`src/rtl/dmux_1byn_stream_pkg.sv`:
```
// Shared definitions for the 1:N stream demultiplexer: routing-mode encodings
// and the select-width helper. Optional feature macro: DMUX_BCAST_EN.
package dmux_pkg;

  localparam logic MODE_ADDR = 1'b0;
  localparam logic MODE_RR   = 1'b1;

  // Select width is clog2(n), but never less than 1 bit, so N=2 still gets a
  // usable select field.
  function automatic int sel_width(input int n);
    int w;
    w = 1;
    while ((32'd1 << w) < n) w = w + 1;
    return w;
  endfunction

endpackage

```
`src/rtl/dmux_1byn_stream_if.sv`:
```
// Bundle of producer-side and consumer-side stream signals for the 1:N demux.
// Handshake: a beat moves on a port in any cycle where its valid and ready
// are both high at the rising clock edge; valid never waits on ready.
// DMUX_BCAST_EN adds the bcast input.
interface dmux_1byn_stream_if
  import dmux_pkg::*;
#(
  parameter int N = 8,
  parameter int W = 8
);
  localparam int SW = sel_width(N);

  logic            mode;
  logic            in_valid;
  logic            in_ready;
  logic [SW-1:0]   in_sel;
  logic [W-1:0]    in_data;
  logic [N-1:0]    out_valid;
  logic [N-1:0]    out_ready;
  logic [N*W-1:0]  out_data;
  logic [SW-1:0]   rr_ptr;
  logic            err;
`ifdef DMUX_BCAST_EN
  logic            bcast;
`endif

  // Environment side: drives the producer beat and the consumer readies.
  modport master (
`ifdef DMUX_BCAST_EN
    output bcast,
`endif
    output mode, in_valid, in_sel, in_data, out_ready,
    input  in_ready, out_valid, out_data, rr_ptr, err
  );

  // Demux side.
  modport slave (
`ifdef DMUX_BCAST_EN
    input  bcast,
`endif
    input  mode, in_valid, in_sel, in_data, out_ready,
    output in_ready, out_valid, out_data, rr_ptr, err
  );

endinterface

```
`src/rtl/dmux_1byn_stream_slot.sv`:
```
// One-deep output register for a single demux channel. A load in the same
// cycle as a drain keeps the slot full, giving full back-to-back throughput.
module dmux_slot
  import dmux_pkg::*;
#(
  parameter int W = 8
) (
  input  logic         clk,
  input  logic         rst,
  input  logic         load,
  input  logic [W-1:0] load_data,
  input  logic         drain,
  output logic         valid,
  output logic [W-1:0] data,
  output logic         free
);

  // Valid flag: load sets it, a consumer handshake clears it, load wins.
  always_ff @(posedge clk) begin
    if (rst) begin
      valid <= 1'b0;
    end else if (load) begin
      valid <= 1'b1;
    end else if (valid && drain) begin
      valid <= 1'b0;
    end
  end

  // Payload only changes on a load, so it holds while the slot is empty.
  always_ff @(posedge clk) begin
    if (rst) begin
      data <= '0;
    end else if (load) begin
      data <= load_data;
    end
  end

  assign free = !valid || drain;

endmodule

```
`src/rtl/dmux_1byn_stream.sv`:
```
// Registered 1:N stream demultiplexer with addressed or round-robin routing.
// Out-of-range addressed beats are swallowed and flagged on the sticky err.
// DMUX_BCAST_EN: adds a broadcast input that loads every channel at once.
module dmux_1byn_stream
  import dmux_pkg::*;
#(
  parameter int N = 8,
  parameter int W = 8
) (
  input logic               clk,
  input logic               rst,
  dmux_1byn_stream_if.slave bus
);

  localparam int SW = sel_width(N);
  localparam logic [SW:0]   N_EXT = (SW+1)'(N);
  localparam logic [SW-1:0] LAST  = SW'(N - 1);

  logic           is_bcast;
  logic [SW-1:0]  tgt;
  logic           sel_oob;
  logic           accept;
  logic [N-1:0]   slot_free;
  logic [N-1:0]   load;
  logic [N-1:0]   vld;
  logic [W-1:0]   dat [N];
  logic [SW-1:0]  rr_ptr_q;
  logic           err_q;

`ifdef DMUX_BCAST_EN
  assign is_bcast = bus.bcast;
`else
  assign is_bcast = 1'b0;
`endif

  // Target decode and input handshake; a stalled RR target blocks the input.
  always_comb begin
    tgt      = (bus.mode == MODE_RR) ? rr_ptr_q : bus.in_sel;
    sel_oob  = !is_bcast && (bus.mode == MODE_ADDR) && ({1'b0, bus.in_sel} >= N_EXT);
    bus.in_ready = 1'b0;
    if (rst) begin
      bus.in_ready = 1'b0;
    end else if (is_bcast) begin
      bus.in_ready = &slot_free;
    end else if (sel_oob) begin
      bus.in_ready = 1'b1;
    end else begin
      bus.in_ready = slot_free[tgt];
    end
    accept = bus.in_valid && bus.in_ready;
  end

  // Per-channel load strobes.
  always_comb begin
    load = '0;
    for (int k = 0; k < N; k++) begin
      load[k] = accept && !sel_oob && (is_bcast || (tgt == SW'(k)));
    end
  end

  for (genvar k = 0; k < N; k++) begin : g_slot
    dmux_slot #(.W(W)) u_slot (
      .clk       (clk),
      .rst       (rst),
      .load      (load[k]),
      .load_data (bus.in_data),
      .drain     (bus.out_ready[k]),
      .valid     (vld[k]),
      .data      (dat[k]),
      .free      (slot_free[k])
    );
    assign bus.out_data[k*W +: W] = dat[k];
  end

  assign bus.out_valid = vld;

  // Round-robin pointer: advances on accepted unicast RR beats, wraps at N-1.
  always_ff @(posedge clk) begin
    if (rst) begin
      rr_ptr_q <= '0;
    end else if (accept && !is_bcast && (bus.mode == MODE_RR)) begin
      rr_ptr_q <= (rr_ptr_q == LAST) ? '0 : rr_ptr_q + 1'b1;
    end
  end

  // Sticky error for swallowed out-of-range addressed beats.
  always_ff @(posedge clk) begin
    if (rst) begin
      err_q <= 1'b0;
    end else if (accept && sel_oob) begin
      err_q <= 1'b1;
    end
  end

  assign bus.rr_ptr = rr_ptr_q;
  assign bus.err    = err_q;

endmodule

```
`src/flat_wrapper.sv`:
```
// flat-port wrapper written by rule: the top's interface ports become plain ports
module dmux_1byn_stream_flat import dmux_pkg::*;
#(
  parameter int N = 8,
  parameter int W = 8
)
  (clk, rst, bus_mode, bus_in_valid, bus_in_sel, bus_in_data, bus_out_ready, bus_in_ready, bus_out_valid, bus_out_data, bus_rr_ptr, bus_err);
  dmux_1byn_stream_if #(.N(N), .W(W)) bus_i ();
  input logic clk;
  input logic rst;
  input wire logic [$bits(bus_i.mode)-1:0] bus_mode;
  input wire logic [$bits(bus_i.in_valid)-1:0] bus_in_valid;
  input wire logic [$bits(bus_i.in_sel)-1:0] bus_in_sel;
  input wire logic [$bits(bus_i.in_data)-1:0] bus_in_data;
  input wire logic [$bits(bus_i.out_ready)-1:0] bus_out_ready;
  output wire logic [$bits(bus_i.in_ready)-1:0] bus_in_ready;
  output wire logic [$bits(bus_i.out_valid)-1:0] bus_out_valid;
  output wire logic [$bits(bus_i.out_data)-1:0] bus_out_data;
  output wire logic [$bits(bus_i.rr_ptr)-1:0] bus_rr_ptr;
  output wire logic [$bits(bus_i.err)-1:0] bus_err;
  assign bus_i.mode = bus_mode;
  assign bus_i.in_valid = bus_in_valid;
  assign bus_i.in_sel = bus_in_sel;
  assign bus_i.in_data = bus_in_data;
  assign bus_i.out_ready = bus_out_ready;
  assign bus_in_ready = bus_i.in_ready;
  assign bus_out_valid = bus_i.out_valid;
  assign bus_out_data = bus_i.out_data;
  assign bus_rr_ptr = bus_i.rr_ptr;
  assign bus_err = bus_i.err;
  dmux_1byn_stream #(.N(N), .W(W)) u_core (.clk(clk), .rst(rst), .bus(bus_i));
endmodule
```
`config.mk`:
```
export PLATFORM = sky130hd
export DESIGN_NAME = dmux_1byn_stream_flat
export DESIGN_NICKNAME = d
export VERILOG_FILES = /design/src/rtl/dmux_1byn_stream_pkg.sv /design/src/rtl/dmux_1byn_stream_if.sv /design/src/rtl/dmux_1byn_stream_slot.sv /design/src/rtl/dmux_1byn_stream.sv /design/src/flat_wrapper.sv
export SDC_FILE = /design/constraint.sdc
export NUM_CORES = 1
export LEC_CHECK = 0
export ABC_CLOCK_PERIOD_IN_PS = 2510
export CAP_MARGIN = 5
export CORE_MARGIN = 1
export CORE_UTILIZATION = 45
export DETAILED_ROUTE_END_ITERATION = 10
export GPL_TIMING_DRIVEN = 0
export HOLD_SLACK_MARGIN = 0.08
export PLACE_DENSITY = 0.76
export SLEW_MARGIN = 20
export SYNTH_ARGS = -nofsm -noshare
export SYNTH_HDL_FRONTEND = slang
export SYNTH_HIERARCHICAL = 1
export SYNTH_SLANG_ARGS = --single-unit
```
`constraint.sdc`:
```
create_clock -name clk -period 2.51 [get_ports clk]
set_input_delay 0.251 -clock clk [delete_from_list [all_inputs] [get_ports clk]]
set_output_delay 0.251 -clock clk [all_outputs]
set_load 0.03 [all_outputs]
```
=== Yosys cells after proc, flatten, opt, wreduce, memory -nomap -nowiden ===
Index checks and enable logic that the tools add are counted.

* Add/subtract/negate cells: 1
* $lt $le $gt $ge: 1
* Equal/unequal tests: 8
* Mux-type cells: 21
* Reductions and logical operators: 43

{| class="wikitable"
|+ Operators by type and width
! cell !! number
|-
| logical AND 1 bit || 18
|-
| two-way mux 1 bit || 18
|-
| nonzero test 2 bit || 8
|-
| == test 3 bit, second input constant || 5
|-
| zero test 1 bit || 8
|-
| logical OR 1 bit || 8
|-
| == test 3 x 2 -> 1 bit, second input constant || 2
|-
| two-way mux 3 bit || 2
|-
| less-than comparator 3 x 4 -> 1 bit, second input constant || 1
|-
| adder 3 x 1 -> 3 bit, second input constant || 1
|-
| binary-select mux 1 bit (select 3 bit) || 1
|-
| == test 3 x 1 -> 1 bit, second input constant || 1
|-
| zero test 3 bit || 1
|}

* Register bits after elaboration: 75
* Bits of input ports: 23
* Output and inout port bits: 77
* Word-level logic and storage cells: 91

=== Logic depth before layout (Yosys ltp) ===
Gate-level depths: netlist (run 1).

* Depth in word-level cells: 8
* Depth in mapped cells: 7
* Mapped depth without buffers: 6

=== Hierarchy ===
Netlist (run 1), hierarchy kept.

{| class="wikitable"
|+ Modules (own cells, without submodules)
! module !! times used !! cells an instance !! area each (sq um) !! sequential area each (sq um)
|-
| dmux_slot || 8 || 30 || 321.6 || 180.2
|-
| dmux_1byn_stream || 1 || 41 || 395.4 || 60.1
|}

=== Least setup slack after synthesis (run 1) ===
Ideal clock, no wire load.

* Path type: reg-to-reg
* From: register u_core.rr_ptr_q[0] (netlist: u_core/bus.rr_ptr[0])
* To: register u_core.g_slot[3].u_slot.data[0]
* Library setup time: 0.117 ns
* Arrival: 1.944 ns
* Data required time: 2.393 ns
* Setup slack: 0.448 ns
* Stages on the path, launching flop included: 8
* Path buffers: 1
* Clock period less this slack: 2.062 ns
* Path through: dfxtp_1 -> mux2i_2 -> mux4_1 -> nand3b_1 -> nor3_1 -> buf_6 -> mux2i_1 -> nor2_1

* Cells in the longest elaborated chain, start to end: 6
* Elaborated cells between the ends (all ways): 7
* Those cells by class: eq/ne (1); mux (4); reduce/logical (2)

{| class="wikitable"
|+ RTL lines
! item !! line !! RTL
|-
| start, declared || dmux_1byn_stream.sv:27 || <nowiki>logic [SW-1:0] rr_ptr_q;</nowiki>
|-
| start signal, assigned || dmux_1byn_stream.sv:82 || <nowiki>rr_ptr_q <= (rr_ptr_q == LAST) ? '0 : rr_ptr_q + 1'b1;</nowiki>
|-
| two-way mux 3 bit * || dmux_1byn_stream.sv:38 || <nowiki>tgt = (bus.mode == MODE_RR) ? rr_ptr_q : bus.in_sel;</nowiki>
|-
| binary-select mux 1 bit (select 3 bit) || dmux_1byn_stream.sv:48 || <nowiki>bus.in_ready = slot_free[tgt];</nowiki>
|-
| two-way mux 1 bit (not written as such) || dmux_1byn_stream.sv:48 ||
|-
| two-way mux 1 bit || dmux_1byn_stream.sv:41 || <nowiki>if (rst) begin</nowiki>
|-
| logical AND 1 bit || dmux_1byn_stream.sv:50 || <nowiki>accept = bus.in_valid && bus.in_ready;</nowiki>
|-
| logical AND 1 bit * || dmux_1byn_stream.sv:57 || <nowiki>load[k] = accept && !sel_oob && (is_bcast || (tgt == SW'(k)));</nowiki>
|-
| named net u_core.load[3] || dmux_1byn_stream.sv:24 || <nowiki>logic [N-1:0] load;</nowiki>
|-
| end signal, assigned || dmux_1byn_stream_slot.sv:34 || <nowiki>data <= load_data;</nowiki>
|-
| end, declared || dmux_1byn_stream_slot.sv:14 || <nowiki>output logic [W-1:0] data,</nowiki>
|}

Mark *: on every way through the listed nets, which the timed path passes. The rest lies on a longest branch. The select of a mux whose other input is x is not followed.
A chain may end at the register's enable or synchronous reset.

=== Worst setup path in the final report (run 1) ===
* From: register u_core.rr_ptr_q[2] (netlist: u_core/bus.rr_ptr[2])
* To: output port bus_in_ready

* Cells in the longest elaborated chain, start to end: 4

{| class="wikitable"
|+ RTL lines
! item !! line !! RTL
|-
| two-way mux 3 bit || dmux_1byn_stream.sv:38 ||
|-
| binary-select mux 1 bit (select 3 bit) || dmux_1byn_stream.sv:48 ||
|-
| two-way mux 1 bit (not written as such) || dmux_1byn_stream.sv:48 ||
|-
| two-way mux 1 bit || dmux_1byn_stream.sv:41 ||
|-
| end, declared || flat_wrapper.sv:16 || <nowiki>output wire logic [$bits(bus_i.in_ready)-1:0] bus_in_ready;</nowiki>
|}

Every way passes these cells. The select of a mux whose other input is x is not followed.

==> qor.txt, run 1 <==
Setup TNS - 0 ns
Worst hold path cell count - 2
Largest delay share family, worst path - multiplexers
Max-slew violations - 0
IO Count - 100
Compound-cell area share of the yosys netlist - 1.686%
Slew at the pin with the worst max-slew slack - 0.6911 ns
Clk buf depth - 2
Clock skew after layout - 0.007645 ns
Setup violators final - 0
Antenna violations before repair - 0
N_diodes - 0
RSZ-0062 raised after global routing - false
CP arrival - 2.03 ns
Post-Synth XOR/XNOR Area - 0%
Synth Area per Inst - 10.56 sq um
Area Overhead vs Synth - 44.77%
WL/cell - 15.69 microns
Core area - 6350 sq um
First-pass GRT wire length - 11560 microns
Setup Buffers After CTS - 0
Final Cycle Share - 90.99%
Simple-gate portion of the synthesized area - 13.66%
Total CTS buffers - 9
Worst VDD drop - 406.9 uV
Die area - 6924 sq um
Slowest cell delay on critical path - 0.58 ns
Critical setup path kind - reg -> out
Stages on worst setup path - 5
Vias/cell - 4.917
Worst path slowest cell - mux4_1
Final nets - 415
I/O Buffers - 98
Post-cts hold buffer count - 0
Status - finished clean
Dpl hpwl - 4949 microns
Worst setup SP type - flop
PwrDens - 605.5 nW/um^2
DRT antenna net count - 0
Num Clock Sinks - 75
Static leakage - 1.506 nW
Minimum clock period - 2.284 ns
Worst skew pair latency - 0.35 ns
TritonCTS clock tree - done
Adder-Cell Fraction of Synth Area - 0.8432%
GPL Wtd Cong - 0.7656
Top fanout value on the critical path - 4
Worst Setup End Kind - output port
#FFs+latches synth - 75
GRT Total Usage - 21.87%
Req. time, crit path - 2.26 ns
MaxCap Viol Count - 0
Post-synthesis mux area share - 27.45%
First-pass DRT Iterations - 4
Detailed-route DRC error count - 0
Largest family of logic cells by synthesized area - multiplexers
Final hold vios - 0
Largest net degree at the start of global routing - 16
CTS clk-pin slew, worst paths - 0.08 ns
Syn. warnings - 6
WHS - 0.4944 ns
Final WL - 7404 microns
R2R cell count - 7
Vias in the first global route - 2186
Post-Syn Area - 2968 sq um
CTS H-tree depth - 3
Gate count of the mapped netlist - 281
Die height - 83.21 microns
Crit path buf inv count - 1
Grt ovf - 0
Die W - 83.21 microns
Design Power - 2.602 mW
Peak Freq - 437.9 MHz
Rel. slew slack - 52.61%
Post-synth net total - 306
Fillers - 527
Drt initial violations - 128
Vias - 2321
Initial core utilization - 46.74%
Cell variety after synth - 23
HP Class - reg -> reg
Core Rows - 29
Clock Tree Root - clkbuf_8
Post-synthesis sequential area ratio - 50.59%
Share of cells above drive strength 1 - 9.620%
Worst path cell trace - mux2_2 -> mux4_1 -> mux2i_2 -> nor2_1 -> clkbuf_2
-- repair_timing --
action / in CTS / in global routing
pin swaps: 0 / 0
gates resized for setup: 3 / 2
endpoints found under the setup margin: 1 / 1
hold endpoints to repair: 0 / 0
-- cells in the final DEF, fill, tap and decap left out, drive strengths merged --
cell / synthesis / final
clkdlybuf4s50: 0 / 96
dfxtp: 75 / 75
nor2: 72 / 72
mux2i: 69 / 69
clkbuf: 8 / 19
nand2b: 12 / 12
a21oi: 9 / 9
buf: 9 / 9
inv: 8 / 9
mux4: 4 / 4
bufinv: 0 / 3
nand2: 2 / 2
nor3: 2 / 2
ha: 2 / 2
or2b: 2 / 2
clkinv: 0 / 1
clkinvlp: 0 / 1
dlygate4sd2: 0 / 1
mux2: 1 / 1
nor2b: 1 / 1
nand3b: 1 / 1
nand3: 1 / 1
or4: 1 / 1
o21ai: 1 / 1
conb: 1 / 1
-- area by class of cell --
type                       count  area (sq um)  area share [%]
buffer                        17         137.6           3.203
clock buffer                  10         137.6           3.203
clock inverter                 6         111.4           2.592
inverter                       8         30.03          0.6989
multi-input combinational    181          1308           30.43
sequential                    75          1501           34.94
tap                           77         96.34           2.242
timing repair buffer          98         974.7           22.68
-- path summary, 6_finish.rpt --
| kind | from | end | slack [ns] |
|---|---|---|---|
| worst max-delay path | u_core/bus.rr_ptr[2] | bus_in_ready | 0.23 |
| worst min-delay path | u_core/g_slot[6].u_slot/data[2] | u_core/g_slot[6].u_slot/data[2] | 0.49 |
| worst max register to register | u_core/bus.rr_ptr[1] | u_core/g_slot[3].u_slot/data[1] | 0.39 |
| worst min register to register | u_core/g_slot[6].u_slot/data[2] | u_core/g_slot[6].u_slot/data[2] | 0.49 |
-- routing by layer --
metal | track usage (%) | part of all wire [%] | vias up
li1 | - | - | 1153
met1 | 28.34 | 45 | 1076
met2 | 34.35 | 47 | 86
met3 | 7.356 | 7.4 | 6
met4 | 7.053 | 0.65 | 0
met5 | 0 | 0 | -
-- synth_stat cells (all sizes together) --
cell type	n	area [sq um]
dfxtp	75	1501
nor2	72	270.3
mux2i	69	698.2
nand2b	12	75.07
a21oi	9	45.04
buf	9	97.60
clkbuf	8	40.04
inv	8	30.03
mux4	4	105.1
ha	2	25.02
nand2	2	7.510
nor3	2	10.01
or2b	2	16.27
conb	1	3.750
mux2	1	11.26
nand3	1	5.000
nand3b	1	7.510
nor2b	1	6.260
o21ai	1	5.000
or4	1	7.510
-- sequential cells by signal, indices dropped and copies added (netlist names) --
register / flops
u_core/g_slot.u_slot/data: 64
u_core/g_slot.u_slot/valid: 8
u_core/bus.rr_ptr: 3
-- worst register-to-register path: stages, from the launching register on --
cell      delay, ns
dfxtp_1        0.34
mux2i_1        0.57
mux4_1         0.26
nand3b_1       0.15
nor3_1         0.23
buf_6          0.20
mux2i_1        0.21
nor2_1         0.06
-- logic make-up (layout without fill, tap and decap cells) --
group	Yosys count	count (layout)
buffers and inverters	25	139
and+or+nand+nor	94	94
other	1	1
adders and majority gates	2	2
muxes	74	74
DFF	75	75
AOI/OAI and AO/OA	10	10
-- report_power, final --
| group | internal (mW) | switching (mW) | total (mW) |
|---|---|---|---|
| logic | 0.107 | 0.134 | 0.242 |
| clock network | 0.689 | 0.453 | 1.14 |
| registers | 1.21 | 0.0113 | 1.22 |
-- per-stage QoR --
stage	setup WS [ns]	area (sq um)	instances	utilization [%]
after floorplan	0.4483	2968	281	-
after global placement	-0.3560	4045	456	63.70
after detailed placement	-0.3679	4045	456	63.70
after CTS	0.04311	4300	472	67.72
after global routing	0.08983	4297	472	67.66
final	0.2262	4297	472	67.66
(Power assumes the default switching activity.)
==> run 2, diff against run 1 <==
- ABC_CLOCK_PERIOD_IN_PS: 2510 -> 2800
- CORE_UTILIZATION: 45 -> 49
- PLACE_DENSITY: 0.76 -> 0.82
- SLEW_MARGIN: 20 -> not set
- clock period: 2.51 -> 2.8 ns (I/O delays scaled with it)
==> run 2 against run 1 <==
Compared with the run above: design area is 1.3% lower; non-clock buffer count stayed put; sequential power is 11% lower; power is 19% lower; sequential share of layout area is 0.44 points higher; setup slack better by 0.063 ns; register-to-register slack better by 0.18 ns; clock power is 29% lower; largest cell class unchanged.
==> qor.txt, run 2 (synthesis results as in run 1) <==
Core Rows - 27 (-6.9%)
Minimum clock period - 2.511 ns
Die W - 79.83 microns (-4.1%)
CTS H-tree depth - 3 (unchanged)
HP Class - in -> reg
First-pass GRT wire length - 11270 microns (-2.5%)
Drt initial violations - 101 (-21%)
Inst Count DP - 451 (-1.1%)
Rel. slew slack - 46.41% (-6.2 points)
Grt ovf - 0 (unchanged)
WHS - 0.4771 ns (-0.01723 ns)
DRT antenna net count - 0 (unchanged)
Static leakage - 1.491 nW (-0.99%)
Peak Freq - 398.2 MHz
R2R cell count - 7 (unchanged)
Area Overhead vs Synth - 42.96%
Max-slew violations - 0 (unchanged)
Worst skew pair latency - 0.34 ns (about the same)
Reg2reg setup slack - 0.57 ns (+0.18 ns)
PwrDens - 499.5 nW/um^2 (-18%)
Setup TNS - 0 ns (unchanged)
CP arrival - 2.23 ns (+0.20 ns)
Hold path startpoint - bus_mode
Clock Tree Root - clkbuf_8
Dpl hpwl - 5082 microns (+2.7%)
Finished Layout Cells - 467 (-1.1%)
Worst hold path cell count - 4 (+2)
Share of cells above drive strength 1 - 9.114% (-0.51 points)
Largest register FFs - 64 (unchanged)
Detailed-route DRC error count - 0 (unchanged)
Worst R2R End - u_core/g_slot[7].u_slot/data[3]
Final WL - 7240 microns (-2.2%)
Core area - 5675 sq um (-11%)
First-pass DRT Iterations - 4 (unchanged)
Hold Crit Endpoint - u_core/bus.rr_ptr[0]
Fillers - 409 (-22%)
IO Count - 100 (unchanged)
Slew at the pin with the worst max-slew slack - 0.7815 ns (+0.09046 ns)
Clock skew after layout - 0.008036 ns (+0.0003907 ns)
Antenna violations before repair - 0 (unchanged)
Setup violators final - 0 (unchanged)
Final Cycle Share - 89.69%
Top fanout value on the critical path - 4 (unchanged)
Largest net degree at the start of global routing - 16 (unchanged)
N_diodes - 0 (unchanged)
Worst VDD drop - 396.9 uV (-2.5%)
I/O Buffers - 98 (unchanged)
Highest-count cells in the layout ignoring fill and taps - 96 x clkdlybuf4s50_1, 75 x dfxtp_1, 72 x nor2_1
CTS clk-pin slew, worst paths - 0.07 ns (about the same)
Initial core utilization - 52.29% (+5.6 points)
Vias - 2347 (+1.1%)
Most common cell after layout, fill and taps aside - clkdlybuf4s50_1
TritonCTS clock tree - done
GPL Wtd Cong - 0.7812 (+2.0%)
Worst r2r src - u_core/bus.rr_ptr[1]
RSZ-0062 raised after global routing - false
Vias/cell - 5.026 (+2.2%)
GRT Total Usage - 24.00% (+2.1 points)
Num Clock Sinks - 75 (unchanged)
Worst Setup End Kind - output port
Largest register by flop count - u_core/g_slot.u_slot/data
Critical setup path kind - reg -> out
Status - finished clean
Req. time, crit path - 2.52 ns (+0.26 ns)
Final nets - 415 (unchanged)
Die area - 6372 sq um (-8.0%)
Total CTS buffers - 9 (unchanged)
Clk buf depth - 2 (unchanged)
Vias in the first global route - 2220 (+1.6%)
WL/cell - 15.50 microns (-1.2%)
Final hold vios - 0 (unchanged)
Worst setup SP type - flop
Die height - 79.83 microns (-4.1%)
MaxCap Viol Count - 0 (unchanged)
## run 2: cell types whose count changed in the layout (fill, tap and decap cells not counted), sizes merged
cell and change:
bufinv -2, clkinv +2, inv -1, dlymetal6s2s +1
## run 2: power breakdown
group	internal, mW	switching (mW)	total (mW)
Sequential	1.08	0.00966	1.09
Clock	0.432	0.378	0.810
Combinational	0.0970	0.121	0.218
Total	1.61	0.509	2.12
## run 2: worst max-delay path by stage
stage,startpoint,end,slack (ns),cells past startpoint
2_1_floorplan,u_core/bus.rr_ptr[0],u_core/g_slot[3].u_slot/data[0],0.74,7
3_3_place_gp,bus_mode,bus_in_ready,-0.13,6
4_1_cts,bus_mode,bus_in_ready,0.04,6
5_1_grt,u_core/bus.rr_ptr[2],bus_in_ready,0.20,5
6_report,u_core/bus.rr_ptr[2],bus_in_ready,0.29,5
3_5_place_dp,bus_mode,bus_in_ready,-0.18,6
## run 2: layout make-up
class / instances / area [sq um] / share of cell area, %
Sequential cell: 75 / 1501 / 35.39
Tap cell: 72 / 90.09 / 2.123
Timing Repair Buffer: 98 / 982.2 / 23.15
Clock buffer: 11 / 141.4 / 3.332
Multi-Input combinational cell: 181 / 1308 / 30.82
Buffer: 17 / 137.6 / 3.244
Clock inverter: 5 / 52.55 / 1.239
Inverter: 8 / 30.03 / 0.7078
## run 2: repair_timing
item | CTS | global route
gates resized for setup | 2 | 1
hold buffers | 0 | 0
gates cloned | 0 | 0
endpoints found under the setup margin | 1 | 1
pin swaps | 0 | 0
setup buffers | 0 | 0
## run 2: worst max-delay path: stages (launching register included)
cell           delay (ns)
dfxtp_1              0.39
mux2_2               0.24
mux4_1               0.58
mux2i_2              0.25
nor2_1               0.06
dlygate4sd2_1        0.37
## run 2: through the flow
stage / power (mW) / util, % / setup slack, ns / cell area, sq um
final: 2.119 / 74.76 / 0.2887 / 4243
after global routing: 2.189 / 74.76 / 0.1971 / 4243
after CTS: 2.135 / 74.71 / 0.04196 / 4240
after detailed placement: 1.331 / 71.16 / -0.1765 / 4039
after global placement: 1.329 / 71.16 / -0.1311 / 4039
after floorplan: 1.230 / - / 0.7383 / 2968
## run 2: per-layer routing
metal / routed length (microns) / vias to the layer above / track usage [%]
li1: - / 1154 / -
met1: 3179 / 1111 / 30.42
met2: 3428 / 73 / 38.80
met3: 515 / 9 / 5.714
met4: 116 / 0 / 10.36
met5: 0 / - / 0
==> run 3, diff against run 2 <==
- CORE_UTILIZATION: 49 -> 51
- CTS_BUF_LIST: not set -> sky130_fd_sc_hd__clkbuf_2 sky130_fd_sc_hd__clkbuf_4 sky130_fd_sc_hd__clkbuf_8
- PLACE_DENSITY: 0.82 -> not set
- PLACE_DENSITY_LB_ADDON: not set -> 0.05
==> run 3 against run 2 <==
Compared with the run above: clock skew decreased by 0.00094 ns; register-to-register slack gained 0.05 ns; sequential power is essentially flat; design area is 0.88% higher; first-iteration DRC count rose by 34%; critical path type unchanged.
==> qor.txt, run 3 (synthesis results as in run 1) <==
Status - finished clean
Clk buf depth - 2 (unchanged)
Detailed-route DRC error count - 0 (unchanged)
Antenna violations before repair - 0 (unchanged)
GR Util met3 - 7.093% (+1.4 points)
TritonCTS clock tree - done
Clock skew after layout - 0.007094 ns (-0.0009420 ns)
DRT antenna net count - 0 (unchanged)
N_diodes - 0 (unchanged)
Setup Buffers After CTS - 0 (unchanged)
Vias - 2354 (+0.30%)
Vias/cell - 5.041 (+0.30%)
Largest register by flop count - u_core/g_slot.u_slot/data
Hold path startpoint - bus_mode
Final hold vios - 0 (unchanged)
I/O Buffers - 98 (unchanged)
Final Cycle Share - 89.60% (about the same)
PwrDens - 527.1 nW/um^2 (+5.5%)
Reg2reg setup slack - 0.62 ns (+0.05 ns)
Worst Setup End Kind - output port
Post-cts hold buffer count - 0 (unchanged)
MaxCap Viol Count - 0 (unchanged)
Core Rows - 27 (unchanged)
Critical setup path kind - reg -> out
RSZ-0062 raised after global routing - false
Req. time, crit path - 2.52 ns (about the same)
Slew at the pin with the worst max-slew slack - 0.7547 ns (-0.02687 ns)
Initial core utilization - 53.24% (+0.95 points)
Max-slew violations - 0 (unchanged)
CTS H-tree depth - 3 (unchanged)
Largest register FFs - 64 (unchanged)
First-pass DRT Iterations - 4 (unchanged)
GR peak layer - met2
WL/cell - 15.49 microns (about the same)
Grt ovf - 0 (unchanged)
Minimum clock period - 2.509 ns (-0.002478 ns)
Worst setup SP type - flop
Drt initial violations - 135 (+34%)
Die W - 78.29 microns (-1.9%)
CP arrival - 2.23 ns (about the same)
Die height - 78.29 microns (-1.9%)
Vias in the first global route - 2248 (+1.3%)
Die area - 6129 sq um (-3.8%)
Setup TNS - 0 ns (unchanged)
Most common cell after layout, fill and taps aside - clkdlybuf4s50_1
CTS clk-pin slew, worst paths - 0.07 ns (about the same)
Dpl hpwl - 4940 microns (-2.8%)
Area Overhead vs Synth - 44.22%
Largest net degree at the start of global routing - 16 (unchanged)
Met1 Use GR - 29.83% (-0.59 points)
Grt met2 use - 42.37% (+3.6 points)
Design Power - 2.256 mW (+6.4%)
GRT Total Usage - 25.33% (+1.3 points)
Worst r2r src - u_core/bus.rr_ptr[1]
Rel. slew slack - 48.25% (+1.8 points)
Total CTS buffers - 9 (unchanged)
Final WL - 7233 microns (about the same)
Top fanout value on the critical path - 4 (unchanged)
Final nets - 415 (unchanged)
IO Count - 100 (unchanged)
Worst VDD drop - 382.3 uV (-3.7%)
Static leakage - 1.508 nW (+1.1%)
GPL Wtd Cong - 0.7677 (-1.7%)
Share of cells above drive strength 1 - 9.367% (+0.25 points)
First-pass GRT wire length - 11510 microns (+2.1%)
Clock Tree Root - clkbuf_8
Core area - 5574 sq um (-1.8%)
Highest-count cells in the layout ignoring fill and taps - 96 x clkdlybuf4s50_1, 75 x dfxtp_1, 72 x nor2_1
HP Class - in -> reg
Setup violators final - 0 (unchanged)
Crit path launch - u_core/bus.rr_ptr[2]
Peak Freq - 398.6 MHz (about the same)
Num Clock Sinks - 75 (unchanged)
Worst skew pair latency - 0.34 ns (about the same)
## run 3: layout make-up
cell class                      count  area (sq um)
Tap cell                           72         90.09
Fill cell                         413          1294
Clock inverter                      4         72.57
Sequential cell                    75          1501
Buffer                             17         137.6
Clock buffer                       12         158.9
Timing Repair Buffer               98         982.2
Inverter                            8         30.03
Multi-Input combinational cell    181          1308
## run 3: critical path, cell delays in order, from the launching register on
cell           delay [ns]
dfxtp_1              0.39
mux2_2               0.24
mux4_1               0.58
mux2i_2              0.24
nor2_1               0.07
dlygate4sd2_1        0.37
## run 3: final timing paths
path | end | cells after the start
setup / recovery | bus_in_ready | 5
hold / removal | u_core/bus.rr_ptr[0] | 4
setup reg to reg | u_core/g_slot[3].u_slot/data[3] | 7
hold reg to reg | u_core/g_slot[2].u_slot/data[7] | 2
## run 3: per-stage QoR
step | hold WS, ns | util [%] | instance area, sq um | worst slack (ns) | cells
6_report | 0.4794 | 76.79 | 4280 | 0.2912 | 467
5_1_grt | 0.5082 | 76.79 | 4280 | 0.2145 | 467
4_1_cts | 0.5009 | 76.75 | 4278 | 0.06095 | 467
3_5_place_dp | 0.4817 | 72.46 | 4039 | -0.1429 | 451
3_3_place_gp | 0.4720 | 72.46 | 4039 | -0.1233 | 451
2_1_floorplan | 0.3491 | - | 2968 | 0.7383 | 281
## run 3: power breakdown
group / total [mW] / leakage [nW] / switching, mW / internal, mW
logic: 0.218 / 0.786 / 0.121 / 0.0971
registers: 1.09 / 0.606 / 0.00980 / 1.08
clock network: 0.947 / 0.116 / 0.387 / 0.559
total: 2.26 / 1.51 / 0.518 / 1.74
## run 3: repair_timing
item,CTS,global route
cloned,0,0
endpoints found under the setup margin,1,1
resized for setup,2,1
## run 3: metal layers
layer	vias to the layer above	share of wire [%]
met5	-	0
met4	0	2.2
met3	13	6.5
met2	78	49
met1	1109	43
li1	1154	-
